### src/rtl/stage_wb_pkg.sv
// +----------------------------------------------------------------------------+
// | riscv_defines : shared types and encodings for the pipeline stages        |
// | Rev 1.0                                                                    |
// +----------------------------------------------------------------------------+
`default_nettype none

package riscv_defines;

   typedef enum logic [1:0] {
      RESULT_ALU = 2'd0,
      RESULT_PC4 = 2'd1,
      RESULT_CSR = 2'd2,
      RESULT_MEM = 2'd3
   } result_src_e;

   typedef struct packed {
      logic        regwrite;
      result_src_e resultsrc;
   } control_signal_t;

   typedef struct packed {
      logic        valid;
      logic [4:0]  cause;
      logic [31:0] tval;
   } trap_req_t;

   // Bit positions inside cnt_we / cnt_inhibit.
   localparam int CNT_MCYCLE_LO     = 0;
   localparam int CNT_MCYCLE_HI     = 1;
   localparam int CNT_MINSTRET_LO   = 2;
   localparam int CNT_MINSTRET_HI   = 3;
   localparam int CNT_INH_MCYCLE    = 0;
   localparam int CNT_INH_MINSTRET  = 1;

   typedef struct packed {
      logic            valid;
      control_signal_t cs;
      logic [31:0]     pc;
      logic [31:0]     pcplus4;
      logic [4:0]      rd;
      logic [31:0]     memresult;
      logic [31:0]     result;
      trap_req_t       trap;
   } mw_reg_t;

   function automatic mw_reg_t mw_bubble(input logic [31:0] pc);
      mw_reg_t b;
      b    = '0;
      b.pc = pc;
      return b;
   endfunction

endpackage

`default_nettype wire

### src/rtl/stage_wb_if.sv
// +----------------------------------------------------------------------------+
// | stage_wb_if : memory-to-writeback bundle, CSR counter ports and WB outputs |
// | Rev 1.0                                                                    |
// +----------------------------------------------------------------------------+
`default_nettype none

interface stage_wb_if;
   import riscv_defines::*;

   logic            valid_m;
   control_signal_t control_signal_m;
   logic [31:0]     pc_m;
   logic [31:0]     pcplus4_m;
   logic [4:0]      rd_m;
   logic [31:0]     memresult_m;
   logic [31:0]     result_m;
   trap_req_t       trap_req_m;
   logic            flush_w;
   logic [3:0]      cnt_we;
   logic [31:0]     cnt_wdata;
   logic [1:0]      cnt_inhibit;

   logic [31:0]     result_w;
   logic [4:0]      rd_w;
   logic            regwrite_w;
   logic [31:0]     pc_w;
   logic [31:0]     pcplus4_w;
   trap_req_t       trap_req_w;
   logic            retire_w;
   logic [63:0]     mcycle;
   logic [63:0]     minstret;

   modport master (
      output valid_m, control_signal_m, pc_m, pcplus4_m, rd_m, memresult_m,
             result_m, trap_req_m, flush_w, cnt_we, cnt_wdata, cnt_inhibit,
      input  result_w, rd_w, regwrite_w, pc_w, pcplus4_w, trap_req_w,
             retire_w, mcycle, minstret
   );

   modport slave (
      input  valid_m, control_signal_m, pc_m, pcplus4_m, rd_m, memresult_m,
             result_m, trap_req_m, flush_w, cnt_we, cnt_wdata, cnt_inhibit,
      output result_w, rd_w, regwrite_w, pc_w, pcplus4_w, trap_req_w,
             retire_w, mcycle, minstret
   );

endinterface

`default_nettype wire

### src/rtl/stage_wb_csr_counter64.sv
// +----------------------------------------------------------------------------+
// | csr_counter64 : 64-bit machine counter with independent half writes       |
// | Rev 1.0                                                                    |
// +----------------------------------------------------------------------------+
`default_nettype none

module csr_counter64 (
   input  wire logic        clk,
   input  wire logic        reset,
   input  wire logic        inc,
   input  wire logic        we_lo,
   input  wire logic        we_hi,
   input  wire logic [31:0] wdata,
   output logic      [63:0] count
);

   logic [63:0] count_q;
   logic [63:0] count_d;
   logic [63:0] w_inc_val;

   // A written half overrides; the other half keeps its share of the increment.
   always_comb begin
      w_inc_val = count_q + 64'd1;
      count_d   = inc ? w_inc_val : count_q;
      if (we_lo) count_d[31:0]  = wdata;
      if (we_hi) count_d[63:32] = wdata;
   end

   always_ff @(posedge clk) begin
      if (reset) count_q <= '0;
      else       count_q <= count_d;
   end

   assign count = count_q;

endmodule

`default_nettype wire

### src/rtl/stage_wb.sv
// +----------------------------------------------------------------------------+
// | stage_wb : writeback stage - M/W register, result select, mcycle/minstret |
// | Rev 1.0                                                                    |
// +----------------------------------------------------------------------------+
`default_nettype none

module stage_wb
   import riscv_defines::*;
#(
   parameter logic [31:0] RESET_PC = 32'h0000_0000
) (
   input wire logic  clk,
   input wire logic  reset,
   stage_wb_if.slave wb
);

   mw_reg_t stage_q;
   mw_reg_t stage_d;
   logic    w_retire;
   logic    w_mcycle_inc;
   logic    w_minstret_inc;

   always_comb begin
      stage_d           = mw_bubble(RESET_PC);
      if (!wb.flush_w) begin
         stage_d.valid     = wb.valid_m;
         stage_d.cs        = wb.control_signal_m;
         stage_d.pc        = wb.pc_m;
         stage_d.pcplus4   = wb.pcplus4_m;
         stage_d.rd        = wb.rd_m;
         stage_d.memresult = wb.memresult_m;
         stage_d.result    = wb.result_m;
         stage_d.trap      = wb.trap_req_m;
      end
   end

   always_ff @(posedge clk) begin
      if (reset) stage_q <= mw_bubble(RESET_PC);
      else       stage_q <= stage_d;
   end

   assign w_retire = stage_q.valid & ~stage_q.trap.valid;

   assign wb.result_w   = (stage_q.cs.resultsrc == RESULT_MEM) ? stage_q.memresult
                                                               : stage_q.result;
   assign wb.rd_w       = stage_q.rd;
   assign wb.regwrite_w = w_retire & stage_q.cs.regwrite & (stage_q.rd != 5'd0);
   assign wb.pc_w       = stage_q.pc;
   assign wb.pcplus4_w  = stage_q.pcplus4;
   assign wb.trap_req_w = stage_q.valid ? stage_q.trap : '0;
   assign wb.retire_w   = w_retire;

   // minstret counts the instruction in WB at this edge, so it lags retire_w by one cycle.
   assign w_mcycle_inc   = ~wb.cnt_inhibit[CNT_INH_MCYCLE];
   assign w_minstret_inc = w_retire & ~wb.cnt_inhibit[CNT_INH_MINSTRET];

   csr_counter64 u_mcycle (
      .clk   (clk),
      .reset (reset),
      .inc   (w_mcycle_inc),
      .we_lo (wb.cnt_we[CNT_MCYCLE_LO]),
      .we_hi (wb.cnt_we[CNT_MCYCLE_HI]),
      .wdata (wb.cnt_wdata),
      .count (wb.mcycle)
   );

   csr_counter64 u_minstret (
      .clk   (clk),
      .reset (reset),
      .inc   (w_minstret_inc),
      .we_lo (wb.cnt_we[CNT_MINSTRET_LO]),
      .we_hi (wb.cnt_we[CNT_MINSTRET_HI]),
      .wdata (wb.cnt_wdata),
      .count (wb.minstret)
   );

endmodule

`default_nettype wire

### src/flat_wrapper.sv
// flat-port wrapper written by rule: the top's interface ports become plain ports
module stage_wb_flat import riscv_defines::*;
#(
   parameter logic [31:0] RESET_PC = 32'h0000_0000
)
  (clk, reset, wb_valid_m, wb_control_signal_m, wb_pc_m, wb_pcplus4_m, wb_rd_m, wb_memresult_m, wb_result_m, wb_trap_req_m, wb_flush_w, wb_cnt_we, wb_cnt_wdata, wb_cnt_inhibit, wb_result_w, wb_rd_w, wb_regwrite_w, wb_pc_w, wb_pcplus4_w, wb_trap_req_w, wb_retire_w, wb_mcycle, wb_minstret);
  stage_wb_if wb_i ();
  input wire logic clk;
  input wire logic reset;
  input wire logic [$bits(wb_i.valid_m)-1:0] wb_valid_m;
  input wire logic [$bits(wb_i.control_signal_m)-1:0] wb_control_signal_m;
  input wire logic [$bits(wb_i.pc_m)-1:0] wb_pc_m;
  input wire logic [$bits(wb_i.pcplus4_m)-1:0] wb_pcplus4_m;
  input wire logic [$bits(wb_i.rd_m)-1:0] wb_rd_m;
  input wire logic [$bits(wb_i.memresult_m)-1:0] wb_memresult_m;
  input wire logic [$bits(wb_i.result_m)-1:0] wb_result_m;
  input wire logic [$bits(wb_i.trap_req_m)-1:0] wb_trap_req_m;
  input wire logic [$bits(wb_i.flush_w)-1:0] wb_flush_w;
  input wire logic [$bits(wb_i.cnt_we)-1:0] wb_cnt_we;
  input wire logic [$bits(wb_i.cnt_wdata)-1:0] wb_cnt_wdata;
  input wire logic [$bits(wb_i.cnt_inhibit)-1:0] wb_cnt_inhibit;
  output wire logic [$bits(wb_i.result_w)-1:0] wb_result_w;
  output wire logic [$bits(wb_i.rd_w)-1:0] wb_rd_w;
  output wire logic [$bits(wb_i.regwrite_w)-1:0] wb_regwrite_w;
  output wire logic [$bits(wb_i.pc_w)-1:0] wb_pc_w;
  output wire logic [$bits(wb_i.pcplus4_w)-1:0] wb_pcplus4_w;
  output wire logic [$bits(wb_i.trap_req_w)-1:0] wb_trap_req_w;
  output wire logic [$bits(wb_i.retire_w)-1:0] wb_retire_w;
  output wire logic [$bits(wb_i.mcycle)-1:0] wb_mcycle;
  output wire logic [$bits(wb_i.minstret)-1:0] wb_minstret;
  assign wb_i.valid_m = wb_valid_m;
  assign wb_i.control_signal_m = wb_control_signal_m;
  assign wb_i.pc_m = wb_pc_m;
  assign wb_i.pcplus4_m = wb_pcplus4_m;
  assign wb_i.rd_m = wb_rd_m;
  assign wb_i.memresult_m = wb_memresult_m;
  assign wb_i.result_m = wb_result_m;
  assign wb_i.trap_req_m = wb_trap_req_m;
  assign wb_i.flush_w = wb_flush_w;
  assign wb_i.cnt_we = wb_cnt_we;
  assign wb_i.cnt_wdata = wb_cnt_wdata;
  assign wb_i.cnt_inhibit = wb_cnt_inhibit;
  assign wb_result_w = wb_i.result_w;
  assign wb_rd_w = wb_i.rd_w;
  assign wb_regwrite_w = wb_i.regwrite_w;
  assign wb_pc_w = wb_i.pc_w;
  assign wb_pcplus4_w = wb_i.pcplus4_w;
  assign wb_trap_req_w = wb_i.trap_req_w;
  assign wb_retire_w = wb_i.retire_w;
  assign wb_mcycle = wb_i.mcycle;
  assign wb_minstret = wb_i.minstret;
  stage_wb #(.RESET_PC(RESET_PC)) u_core (.clk(clk), .reset(reset), .wb(wb_i));
endmodule
### config.mk
export PLATFORM = sky130hd
export DESIGN_NAME = stage_wb_flat
export DESIGN_NICKNAME = d
export VERILOG_FILES = /design/src/rtl/stage_wb_pkg.sv /design/src/rtl/stage_wb_if.sv /design/src/rtl/stage_wb_csr_counter64.sv /design/src/rtl/stage_wb.sv /design/src/flat_wrapper.sv
export SDC_FILE = /design/constraint.sdc
export NUM_CORES = 1
export LEC_CHECK = 0
export ABC_AREA = 1
export CAP_MARGIN = 10
export CORE_MARGIN = 1
export CORE_UTILIZATION = 30
export CTS_BUF_LIST = sky130_fd_sc_hd__clkbuf_8
export CTS_CLUSTER_DIAMETER = 80
export CTS_CLUSTER_SIZE = 30
export DETAILED_ROUTE_END_ITERATION = 16
export HOLD_SLACK_MARGIN = 0.1
export PLACE_DENSITY = 0.57
export SYNTH_ARGS = -nofsm -noshare
export SYNTH_HDL_FRONTEND = slang
export SYNTH_SLANG_ARGS = --single-unit
### constraint.sdc
create_clock -name clk -period 3.65 [get_ports clk]
set_input_delay 0.73 -clock clk [delete_from_list [all_inputs] [get_ports clk]]
set_output_delay 0.73 -clock clk [all_outputs]
set_load 0.01 [all_outputs]
==> PnR_summary.wiki <==
{| class="wikitable"
! Metric !! Value
|-
| Final count of hold timing violations || 0
|-
| Critical path fanouts, max || 32
|-
| # setup viols final || 0
|-
| Cell area power density || ~340 nW/um2
|-
| DR vias/cell || 4.736
|-
| Final critical-path share of the clock period || 0.8701
|-
| Antenna-violating nets left || 0
|-
| Input/output buffers || about 480
|-
| Clk sinks || between 300 and 400
|-
| Fraction of synthesized cell area taken by the top area cell type || 0.3892
|-
| Number of synthesis warnings || 0
|-
| Detailed Route Iter0 Violations || ~1,300
|-
| Detailed-route wire length per cell || ~19 um
|-
| Net switching power || between 2 and 2.5 mW
|-
| Area inside the core boundary || 51,300 um2
|-
| Worst Setup Path Type || reg -> out
|-
| WP data required || between 2 and 3 ns
|-
| Horiz. Die Dim || 229.9 um
|-
| Maximum number of pins on one net before global-route repair || 68
|-
| Chip height || between 200 and 250 um
|-
| Instance count after placement with tap cells included || roughly 3,500
|-
| Worst-margin pin slew || ~0.76 ns
|-
| Pins over their slew limit || 0
|-
| Post-Route WL || 65.04 mm
|-
| Number of gates given a new drive strength after cts || 0
|-
| All-layer global routing usage || 0.2378
|-
| Startpoint class of the critical path || register
|-
| Ports || a little under 500
|-
| Insertion delay to the later sink of the worst-skew pair || between 0.7 and 0.8 ns
|-
| Final Critical Period || 3.176 ns
|-
| Routability congestion estimate || between 0.9 and 1
|-
| Clock buffers created by TritonCTS || 25
|-
| Total internal power || between 4 and 5 mW
|-
| Post-CTS clock slew at the launch and capture registers of the worst setup and hold paths || 0.17 ns
|-
| Number of buffers added to fix hold violations after cts || 0
|-
| Utilization after layout || 0.4156
|-
| Number of nets in the layout || 3,016
|-
| Sequential-to-total area share from yosys stat || 0.3892
|-
| Static Leakage || between 8 and 9 nW
|-
| Async S/R FF share, synth || 0
|-
| Post-Synthesis Cells || between 2,000 and 2,500
|-
| RSZ-0062 raised after global routing || false
|-
| Register share of total power || 0.503
|-
| Most common flop cell mapped by yosys || dfxtp_1
|-
| Number of antenna violations at the first check in global routing || 4
|-
| Count of distinct cell types in the synthesized netlist || 34
|-
| Netlist Area Pre-Place || 15,590 um2
|-
| Clock tree skew after final layout || ~0.12 ns
|-
| Wire length of the first global-routing pass || ~96 mm
|-
| Effective utilization at floorplan || 0.3038
|-
| Portion of total power attributed to the clock network || 0.338
|-
| Type of element capturing the critical path || output pin
|-
| Tightest hold margin || between 0.5 and 0.6 ns
|-
| Number of buffers on the longest clock path || 3
|-
| Total global routing overflow || 0
|-
| Switching power as a share of total power || 0.3223
|-
| Remaining DRCs || 0
|-
| Combinational power share || 0.159
|-
| Clock root buffer || clkbuf_8
|-
| Max_cap viols || 0
|-
| Post-CTS setup buffers || 0
|-
| Slew HR || 0.4937
|-
| Dominant cells by area after synthesis || dfxtp_1 39%, nand2_1 13%, inv_1 11%
|-
| Hold Path Class || in -> reg
|-
| Arrival time of data at the critical path endpoint || about 2.5 ns
|-
| Post-DP HPWL || about 50 mm
|-
| Fmax || 314.9 MHz
|-
| Status || finished clean
|-
| Area overhead of the layout relative to synthesis || 36.80%
|-
| Initial DRT Pass Iterations || 5
|-
| Die ar. || ~53,000 um2
|-
| Fraction of layout instances using a drive strength above 1 || 0.05751
|-
| Vias in the first global route || around 16,000
|-
| CTS tree || built
|-
| Count of standard-cell rows || 83
|-
| Avg Synthesized Cell Area || 6.475 um2
|-
| Final sum of negative setup slack || 0 ns
|-
| Maximum vdd ir drop || between 300 and 400 uV
|-
| Level count of the clock H-tree || 1
|-
| Number of enable-type register cells in the synthesized netlist || 0
|-
| Synthesized Nets || roughly 2,600
|-
| Finished Layout Cells || 3,498
|-
| Cell area after layout || between 20,000 and 25,000 um2
|-
| Overall via count from detail_route || 16,570
|-
| Number of register bits inferred by synthesis || between 300 and 400
|-
| Most area-hungry cell type in the Yosys netlist || dfxtp_1
|-
| Placed standard-cell area || about 21,000 um2
|}
-- placed cells by master, fill, tap and decap left out, types with 3 or more instances in the layout --
cell type and count:
nand2_1 545, a21oi_1 92, inv_12 4, nor2_2 19
xnor2_1 10, mux2_2 32, nor2_1 415, o21ai_0 32
nand3b_1 3, nand2_2 15, xor2_1 27, nand3_1 118
buf_4 23, clkdlybuf4s50_1 483, o22ai_1 75, nand4_1 16
clkbuf_8 26, inv_16 4, nand2_4 4, inv_1 462
inv_8 4, nor2_4 9, a31oi_1 36, inv_2 8
o21ai_1 30, dfxtp_1 303
-- flip-flops by register name (all words and copies together), names as in the netlist --
signal	count
u_core.stage_q	106
u_core.u_mcycle.count	64
u_core.u_minstret.count	64
u_core.wb.pc_w	32
u_core.wb.pcplus4_w	32
u_core.wb.rd_w	5
-- power by group through the flow --
stage | Clock [mW] | Combinational [mW] | Sequential (mW)
after floorplan | 0 | 0.476 | 3.68
after global placement | 0 | 1.13 | 3.71
after detailed placement | 0 | 1.14 | 3.71
after CTS | 2.53 | 1.15 | 3.64
after global routing | 2.65 | 1.24 | 3.66
final | 2.45 | 1.15 | 3.64
-- area by class of cell --
type,instances,area (um2)
inverter,471,1768
clock buffer,26,357.8
timing repair buffer,507,5027
clock inverter,20,304.0
sequential,303,6066
fill,5455,29980
tap,680,850.8
antenna,1,2.502
multi-input combinational,1490,6945
-- cell usage after synthesis, drive strengths merged, types with 10 or more instances --
library cell / count
nand2: 564
inv: 470
nor2: 444
dfxtp: 303
nand3: 118
a21oi: 93
buf: 91
o22ai: 75
o21ai: 62
clkbuf: 52
a31oi: 36
mux2: 32
xor2: 27
nand4: 16
xnor2: 10
-- cell families (layout without fill, tap and decap cells) --
logic type / Yosys count / after routing / share of synthesized area
other: 0 / 1 / 0
flip-flops: 303 / 303 / 0.3892
buffers and inverters: 614 / 1024 / 0.1655
multiplexers: 32 / 32 / 0.02312
adder cells (fa/ha/maj): 2 / 2 / 0.001605
AO/OA/AOI/OAI: 269 / 269 / 0.09609
AND/OR/NAND/NOR: 1150 / 1150 / 0.3037
XOR/XNOR: 37 / 37 / 0.02079
-- path summary, 6_finish.rpt --
check                                            from                                       end  slack, ns  depth (start not counted)
min                                 wb_trap_req_m[26]             u_core.stage_q[26]$_SDFF_PP0_       0.51                          3
max                    u_core.stage_q[171]$_SDFF_PP0_                            wb_result_w[4]       0.47                          4
max reg2reg  u_core.u_minstret.count[25]$_SDFFE_PP0P_  u_core.u_minstret.count[45]$_SDFFE_PP0P_       1.42                          9
min reg2reg   u_core.u_minstret.count[0]$_SDFFE_PP0P_   u_core.u_minstret.count[0]$_SDFFE_PP0P_       0.54                          2
-- routing by layer --
metal | routed length, um | global-route usage | vias up
met3 | 6716 | 0.06944 | 91
met5 | 35 | 0 | -
met1 | 24850 | 0.2809 | 7691
met4 | 1669 | 0.06519 | 6
met2 | 31760 | 0.4156 | 727
li1 | - | - | 8053
-- stage by stage --
| stage | setup slack [ns] | power [mW] |
|---|---|---|
| floorplan | 1.770 | 4.156 |
| global placement | 0.9819 | 4.837 |
| detailed placement | 0.9296 | 4.851 |
| CTS | 0.4371 | 7.310 |
| global route | 0.3496 | 7.554 |
| finish | 0.4742 | 7.234 |
-- critical path, cell delays in order, from the launching register on --
cell	delay, ns
dfxtp_1	0.33
nand2_1	0.05
buf_4	0.39
mux2_2	0.39
clkdlybuf4s50_1	0.55
Note: power is estimated with default switching activity, not from simulation.
==> variant, RTL diff (same flow settings) <==
Make the reset (`reset`) asynchronous in 2 clocked blocks.
--- a/src/rtl/stage_wb_csr_counter64.sv
+++ b/src/rtl/stage_wb_csr_counter64.sv
@@ -26,7 +26,7 @@
       if (we_hi) count_d[63:32] = wdata;
    end
 
-   always_ff @(posedge clk) begin
+   always_ff @(posedge clk or posedge reset) begin
       if (reset) count_q <= '0;
       else       count_q <= count_d;
    end
--- a/src/rtl/stage_wb.sv
+++ b/src/rtl/stage_wb.sv
@@ -34,7 +34,7 @@
       end
    end
 
-   always_ff @(posedge clk) begin
+   always_ff @(posedge clk or posedge reset) begin
       if (reset) stage_q <= mw_bubble(RESET_PC);
       else       stage_q <= stage_d;
    end
Check against the original RTL: differs if reset is asserted again (counterexample within 4 cycles, from zero or initial values and one cycle with reset high); with reset held inactive, the same outputs for 4 cycles.
==> variant against the original RTL <==
- worst setup slack improved by 15 ps
- sequential share of layout area grew 5.2 points
- sequential cell count unchanged
- largest power group unchanged
- synthesized area up 6.6%
- cell area increased by 5.7%
- fmax rose by 0.47%
- via count fell by 3.9%
- wire length shrank 0.82%
- power up 12%
- largest cell class is now registers
- clock skew is 65 ps lower
- count of clock-buffer cells in the layout is 2 higher
==> variant: results (changes against the original RTL) <==
Worst R2R Start: u_core.stage_q[174]$_DFF_PP0_
Avg Cell Area, Syn: 7.36 um^2 (+14%)
adder and majority cell fraction of the synthesized area: 0.151% (-0.0099 points)
Total GRT Usage: 22.5% (-1.2 points)
most instantiated cells after synthesis: sky130_fd_sc_hd__nand2_1, sky130_fd_sc_hd__nor2_1, sky130_fd_sc_hd__inv_1
hold endpoint: u_core.wb.pcplus4_w[10]$_DFF_PP0_
Via Count: 15928 (-3.9%)
first element of the critical path: u_core.stage_q[171]$_DFF_PP0_
run status: completed
destination of the critical timing path: wb_result_w[25]
count of cells along the worst hold path: 2 (-1)
Hold Path Origin: wb_flush_w
Tcrit/Tclk final: 86.6% (-0.41 points)
r2r endpoint: u_core.u_minstret.count[51]$_DFFE_PP0P_
Filler Cell Count: 5533 (+1.4%)
synthesized-area fraction occupied by xor and xnor cells: 2.80% (+0.72 points)
clock insertion delay at the later pin of the skew report: 670 ps (-40 ps)
portion of netlist area occupied by mux cells: 2.17% (-0.14 points)
Final clock-cell share: 3.17% (+0.061 points)
net count of the mapped netlist: 2474 (-5.8%)
final antenna diode count: 3 (+2)
worst clock skew: 55.8 ps (-65.1 ps)
Worst IR Drop VDD: 0.329 mV (+5.3%)
internal cell power: 0.00534 W (+9.0%)
met1 GRT Util: 27.9% (-0.14 points)
total sequential power: 0.00391 W (+7.4%)
routability congestion estimate from global placement: 0.951 (-2.8%)
hold slack: 491 ps (-20.7 ps)
Placement Setup Slack: 1060 ps (+132 ps)
number of antenna violations at the first check in global routing: 10 (+6)
met1 WL: 26300 um (+5.6%)
detailed placer's ending HPWL: 50700 um (-0.98%)
==> variant: worst max-delay path, cell delays in order, from the launching register on <==
cell	delay [ps]
sky130_fd_sc_hd__dfrtp_1	380
sky130_fd_sc_hd__nand2_1	60
sky130_fd_sc_hd__buf_4	390
sky130_fd_sc_hd__mux2_2	390
sky130_fd_sc_hd__clkdlybuf4s50_1	540
==> variant: kinds of logic after synthesis <==
| logic type | after synthesis |
|---|---|
| AO/OA/AOI/OAI | 205 |
| XOR/XNOR | 53 |
| adder cells (fa/ha/maj) | 2 |
| flip-flops | 303 |
| multiplexers | 32 |
| AND/OR/NAND/NOR | 1098 |
| buffers and inverters | 563 |
==> variant: stage by stage <==
step	setup TNS, ps	std cells
2_1_floorplan	-336030	2256
3_3_place_gp	0	3331
3_5_place_dp	0	3331
4_1_cts	0	3379
5_1_grt	0	3382
6_report	0	3382
